### src/rtl/chip_test_pkg.sv
// chip_test_pkg: shared types and constants for the chip test host sequencer.
//   ctl_state_t   - controller state encoding, also shown on the debug hex display
//   DONE_QUALIFY  - consecutive Done cycles needed before the verdict is taken
//   cnt_width     - width of the watchdog / hold counters
package chip_test_pkg;

    typedef enum logic [2:0] {
        IDLE      = 3'd0,
        ARM       = 3'd1,
        WAIT_DONE = 3'd2,
        CAPTURE   = 3'd3,
        TIMEOUT   = 3'd4,
        SHOW      = 3'd5,
        RELEASE   = 3'd6
    } ctl_state_t;

    localparam int DONE_QUALIFY = 2;

    // $clog2(max(timeout_cycles, hold_cycles, 2))
    function automatic int cnt_width(input int timeout_cycles, input int hold_cycles);
        int m;
        m = 2;
        if (timeout_cycles > m) m = timeout_cycles;
        if (hold_cycles > m)    m = hold_cycles;
        return $clog2(m);
    endfunction

endpackage

### src/rtl/edge_rise_det.sv
// edge_rise_det: 1-bit rising-edge detector for a debounced button level.
//   Clk    in  system clock
//   Reset  in  synchronous, active-high; preloads the history with the live level
//   level  in  debounced level
//   rise   out level & ~previous level, forced low while Reset is high
module edge_rise_det (
    input  logic Clk,
    input  logic Reset,
    input  logic level,
    output logic rise
);

    logic level_prev;

    // The history register always follows the level, in reset too, so a
    // button already held when Reset drops is seen as old and never fires.
    always_ff @(posedge Clk) begin
        level_prev <= level;
    end

    assign rise = ~Reset & level & ~level_prev;

endmodule

### src/rtl/chip_test_controller.sv
// chip_test_controller: host-side sequencer for the chip checkers.
// Issues a one-cycle Run pulse on a Start press, waits (watchdog-guarded) for
// a qualified Done, latches the verdict on LEDs, and on Ack or hold expiry
// pulses DISP_RSLT so the checker returns to Halted. Keeps saturating tallies.
//   Clk, Reset          clock, synchronous active-high reset
//   Start, Ack          debounced button levels; rising edges are requests
//   Done_i, RSLT_i      checker handshake inputs (RSLT 1 = pass)
//   Run_o, DISP_RSLT_o  one-cycle pulses to the checker
//   Busy                not IDLE
//   Pass_LED, Fail_LED, Timeout_LED   verdict display
//   PassCount, FailCount              saturating tallies
//   State_o             current state encoding
//
// state     | meaning
// IDLE      | waiting for a Start edge; previous verdict LEDs stay lit
// ARM       | Run_o pulse, watchdog cleared
// WAIT_DONE | counting watchdog, qualifying Done
// CAPTURE   | latch RSLT_i, bump pass or fail tally
// TIMEOUT   | no Done in time: fail + timeout LEDs, bump fail tally
// SHOW      | hold verdict until Ack edge or hold expiry
// RELEASE   | DISP_RSLT_o pulse back to the checker
module chip_test_controller
    import chip_test_pkg::*;
#(
    parameter int TIMEOUT_CYCLES = 4096,
    parameter int HOLD_CYCLES    = 0,
    parameter int CNT_W          = 8
) (
    input  logic             Clk,
    input  logic             Reset,
    input  logic             Start,
    input  logic             Ack,
    input  logic             Done_i,
    input  logic             RSLT_i,
    output logic             Run_o,
    output logic             DISP_RSLT_o,
    output logic             Busy,
    output logic             Pass_LED,
    output logic             Fail_LED,
    output logic             Timeout_LED,
    output logic [CNT_W-1:0] PassCount,
    output logic [CNT_W-1:0] FailCount,
    output logic [2:0]       State_o
);

    localparam int            CW        = cnt_width(TIMEOUT_CYCLES, HOLD_CYCLES);
    localparam logic [CW-1:0] WD_LAST   = CW'(TIMEOUT_CYCLES - 1);
    localparam logic [CW-1:0] HOLD_LAST = (HOLD_CYCLES == 0) ? '0 : CW'(HOLD_CYCLES - 1);
    localparam logic [1:0]    QUAL_LAST = 2'(DONE_QUALIFY - 1);

    ctl_state_t    state, state_nxt;
    logic [CW-1:0] wd_cnt;
    logic [CW-1:0] hold_cnt;
    logic [1:0]    done_run;
    logic          start_edge, ack_edge;
    logic          done_qual, hold_expired;

    edge_rise_det u_start_det (
        .Clk   (Clk),
        .Reset (Reset),
        .level (Start),
        .rise  (start_edge)
    );

    edge_rise_det u_ack_det (
        .Clk   (Clk),
        .Reset (Reset),
        .level (Ack),
        .rise  (ack_edge)
    );

    // Checker Done is combinational in its last test cycle and RSLT settles a
    // cycle later, so Done must be seen on consecutive cycles before we trust it.
    assign done_qual    = Done_i && (done_run == QUAL_LAST);
    assign hold_expired = (HOLD_CYCLES != 0) && (hold_cnt == HOLD_LAST);

    always_comb begin
        state_nxt   = state;
        Run_o       = 1'b0;
        DISP_RSLT_o = 1'b0;
        case (state)
            IDLE:      if (start_edge) state_nxt = ARM;
            ARM: begin
                Run_o     = 1'b1;
                state_nxt = WAIT_DONE;
            end
            WAIT_DONE: begin
                // A Done qualifying in the last watchdog cycle still wins.
                if (done_qual)             state_nxt = CAPTURE;
                else if (wd_cnt == WD_LAST) state_nxt = TIMEOUT;
            end
            CAPTURE:   state_nxt = SHOW;
            TIMEOUT:   state_nxt = SHOW;
            SHOW:      if (ack_edge || hold_expired) state_nxt = RELEASE;
            RELEASE: begin
                DISP_RSLT_o = 1'b1;
                state_nxt   = IDLE;
            end
            default:   state_nxt = IDLE;
        endcase
    end

    always_ff @(posedge Clk) begin
        if (Reset) begin
            state       <= IDLE;
            wd_cnt      <= '0;
            hold_cnt    <= '0;
            done_run    <= '0;
            Pass_LED    <= 1'b0;
            Fail_LED    <= 1'b0;
            Timeout_LED <= 1'b0;
            PassCount   <= '0;
            FailCount   <= '0;
        end else begin
            state <= state_nxt;
            case (state)
                IDLE: begin
                    if (start_edge) begin
                        Pass_LED    <= 1'b0;
                        Fail_LED    <= 1'b0;
                        Timeout_LED <= 1'b0;
                    end
                end
                ARM: begin
                    wd_cnt   <= '0;
                    done_run <= '0;
                end
                WAIT_DONE: begin
                    wd_cnt <= wd_cnt + 1'b1;
                    if (!Done_i)                done_run <= '0;
                    else if (done_run != QUAL_LAST) done_run <= done_run + 1'b1;
                end
                CAPTURE: begin
                    hold_cnt <= '0;
                    Pass_LED <= RSLT_i;
                    Fail_LED <= ~RSLT_i;
                    if (RSLT_i) begin
                        if (PassCount != '1) PassCount <= PassCount + 1'b1;
                    end else begin
                        if (FailCount != '1) FailCount <= FailCount + 1'b1;
                    end
                end
                TIMEOUT: begin
                    hold_cnt    <= '0;
                    Timeout_LED <= 1'b1;
                    Fail_LED    <= 1'b1;
                    if (FailCount != '1) FailCount <= FailCount + 1'b1;
                end
                SHOW:    hold_cnt <= hold_cnt + 1'b1;
                default: ;
            endcase
        end
    end

    assign Busy    = (state != IDLE);
    assign State_o = state;

endmodule

### config.mk
export PLATFORM = sky130hd
export DESIGN_NAME = chip_test_controller
export DESIGN_NICKNAME = d
export VERILOG_FILES = /design/src/rtl/chip_test_pkg.sv /design/src/rtl/edge_rise_det.sv /design/src/rtl/chip_test_controller.sv
export SDC_FILE = /design/constraint.sdc
export NUM_CORES = 1
export LEC_CHECK = 0
export ABC_AREA = 0
export BUFFER_PORTS_ARGS = -buffer_cell sky130_fd_sc_hd__buf_2
export CORE_MARGIN = 2
export CORE_UTILIZATION = 40
export CTS_BUF_LIST = sky130_fd_sc_hd__clkbuf_8
export CTS_CLUSTER_DIAMETER = 30
export DETAILED_ROUTE_END_ITERATION = 8
export GPL_ROUTABILITY_DRIVEN = 0
export PLACE_DENSITY_LB_ADDON = 0.3
export SLEW_MARGIN = 20
export SYNTH_ARGS = -nofsm -noshare
export SYNTH_HDL_FRONTEND = slang
export SYNTH_SLANG_ARGS = --single-unit
### constraint.sdc
create_clock -name Clk -period 2.9 [get_ports Clk]
set_input_delay 0.58 -clock Clk [delete_from_list [all_inputs] [get_ports Clk]]
set_output_delay 0.58 -clock Clk [all_outputs]
set_load 0.02 [all_outputs]
==> results.md <==
* Synthesis-to-finish area growth at 14.8%
* EDFF count, synth at 0
* GRT Resource Usage Total at 16.0%
* Power per Cell Area at 526 nW/um^2
* Worst EP arrival at 1.57 ns
* Largest net degree at the start of global routing at 34
* # setup viols final at 0
* Cell Rows at 24
* Slew Viols, Final at 0
* Ports at 31
* Final hold violations at 0
* Leading area contributor after synthesis: dfxtp_1
* Kind of critical path: register to output port
* Startpoint types: register
* Remaining antenna violation count at 0
* Post-synth design cell area at 1850 um^2
* Clk slew on worst S/H paths at 0.07 ns
* Total negative setup slack at 0 ns
* Vias in the first global route at 1472
* Net Count, Synth at 230
* WL final at 3930 um
* CP cell instances: or3b_1, inv_2, buf_2
* Synth cell types at 48
* Initial antenna violation count at 0
* Via count at 1691
* Highest Clock Rate at 0.465 GHz
* Port Buffer Count at 30
* CP max stage delay at 0.53 ns
* YS warnings at 0
* Fin util at 48.1%
* Final Hold Slack at 0.409 ns
* Total CTS buffers at 5
* DP HPWL at 2680 um
* CP delay by family, top: flip-flops
* Skew final at 0.00582 ns
* FF+latch count, synth at 38
* Final worst setup slack at 0.751 ns
* IR drop worst, VDD at 218 uV
* Fraction of layout cells with a size suffix above 1 at 17.4%
* Root Driver: clkbuf_8
* DRT iter0 DRCs at 119
* CTS H-tree lvls at 2
* Worst EP required at 2.32 ns
* Pre-antenna DRT Iters at 4
* GRT Residual Overflow at 0
* TritonCTS clock tree: done
* Die ar. at 5180 um^2
* Status: complete, no violations
* Nets at 256
* Top post-synthesis cells by area: dfxtp_1 41%, a21oi_1 5.4%, nor2_1 4.9%
* Maxcap violations at 0
* Hold Crit Class: input pin to register
* Avg Synthesized Cell Area at 8.40 um^2
* Die Span Y at 72.0 um
* Measured slew at the worst slew-check pin at 0.624 ns
* Max clock buf depth at 2
* Max stage delay cell, worst path: dfxtp_1
* Worst rel slew slack at 58.4%
* Final min period at 2.15 ns
* Hold-fix buffers, CTS at 0
* Most instantiated cells after synthesis: 38 x dfxtp_1, 24 x nor2_1, 20 x a21oi_1, 20 x nand2_1, 9 x nand3_1
* ANT cells at 0
* Worst-path maximum fanout at 13
* First-pass GRT wire length at 6630 um
* Core ar. at 4410 um^2
* WP buf/inv at 2
* Fin crit share at 74.1%
* Starting Density at 41.9%
* Worst slack at placement at 0.894 ns
* Drt drc at 0
* DR WL/cell at 13.2 um
* Post-synth top area share at 41.2%
* RSZ-0062 raised after global routing: false
* Most numerous cell in the Yosys netlist: dfxtp_1
* Worst-skew pair later-pin latency at 0.29 ns
* Mapped Cells at 220
* Avg Vias per Cell at 5.66
* Pleak at 0.820 nW
* Post-cts repair resize count at 0
* Setup crit end kind: output port
* Fill cells at 445
* Register area share after synthesis at 41.2%
* Setup bufs post-CTS at 0
* Ys async rst share at 0%
* Die W at 72.0 um
* Total power at 1.12 mW
* Ys flop type: dfxtp_1
* Clk sink count at 38
## per-stage QoR
stage	cell area (um^2)	cells
floorplan	1850	220
global placement	2010	291
detailed placement	2010	291
CTS	2120	299
global route	2120	299
finish	2120	299
## cell type report
class / count / area [um^2] / area share, %
multi-input cells: 162 / 1000 / 47.1
well taps: 52 / 65.1 / 3.07
repair buffers: 31 / 158 / 7.43
inverters: 8 / 30.0 / 1.42
flip-flops and latches: 38 / 761 / 35.8
clock buffers: 5 / 68.8 / 3.24
clock inverters: 3 / 40.0 / 1.89
## flip-flops by register name, summed over array words and instances (netlist names), 2 cells and up
name,count
State_o,3
wd_cnt,12
done_run,2
PassCount,8
FailCount,8
## routing by layer
layer / vias up / global-route usage, % / wire length, um
met4: 0 / 8.81 / 44
met2: 40 / 23.0 / 1710
li1: 873 / - / -
met1: 774 / 21.8 / 1980
met5: - / 0 / 0
met3: 4 / 4.31 / 198
## cell usage in the layout (no fill, tap or decap), types with 3 or more instances in the layout
cell	n
nor4b_1	3
ha_1	4
o21ai_0	5
buf_2	30
inv_1	7
or4_1	5
xor2_1	3
o41ai_1	3
nor2_1	24
nand4_1	3
o21ai_1	5
nand2_1	20
or3b_1	3
clkbuf_8	5
dfxtp_1	38
o31ai_1	4
a31oi_1	4
a21oi_1	20
and3_1	3
a311oi_1	3
or3_1	4
a211oi_1	3
nand3_1	9
o211ai_1	4
## cell families (layout without fill, tap and decap cells)
family          count (synthesis)  count (layout)  synth area share [%]
compound gates                 64              64                  22.8
xor+xnor                        3               3                  1.42
fa+ha+maj                       4               4                  2.71
buf+inv                        20              47                  4.74
flops                          38              38                  41.2
mux                             4               4                  2.37
simple gates                   87              87                  24.8
## path summary, 6_finish.rpt
kind / from / endpoint / slack (ns) / cells after the start
worst max-delay path: State_o[0]$_SDFFE_PP0P_ / Run_o / 0.75 / 3
worst min-delay path: Ack / u_ack_det.level_prev$_DFF_P_ / 0.41 / 1
worst max register to register: State_o[1]$_SDFFE_PP0P_ / wd_cnt[11]$_SDFFE_PP0P_ / 0.90 / 4
worst min register to register: Timeout_LED$_SDFFE_PP0P_ / Timeout_LED$_SDFFE_PP0P_ / 0.45 / 2
## power by group
part | switching [mW] | total [mW] | leakage, nW | internal [mW]
registers | 0.0186 | 0.551 | 0.307 | 0.533
logic | 0.0815 | 0.122 | 0.455 | 0.0410
clock network | 0.189 | 0.442 | 0.0579 | 0.253
(Power assumes the default switching activity.)
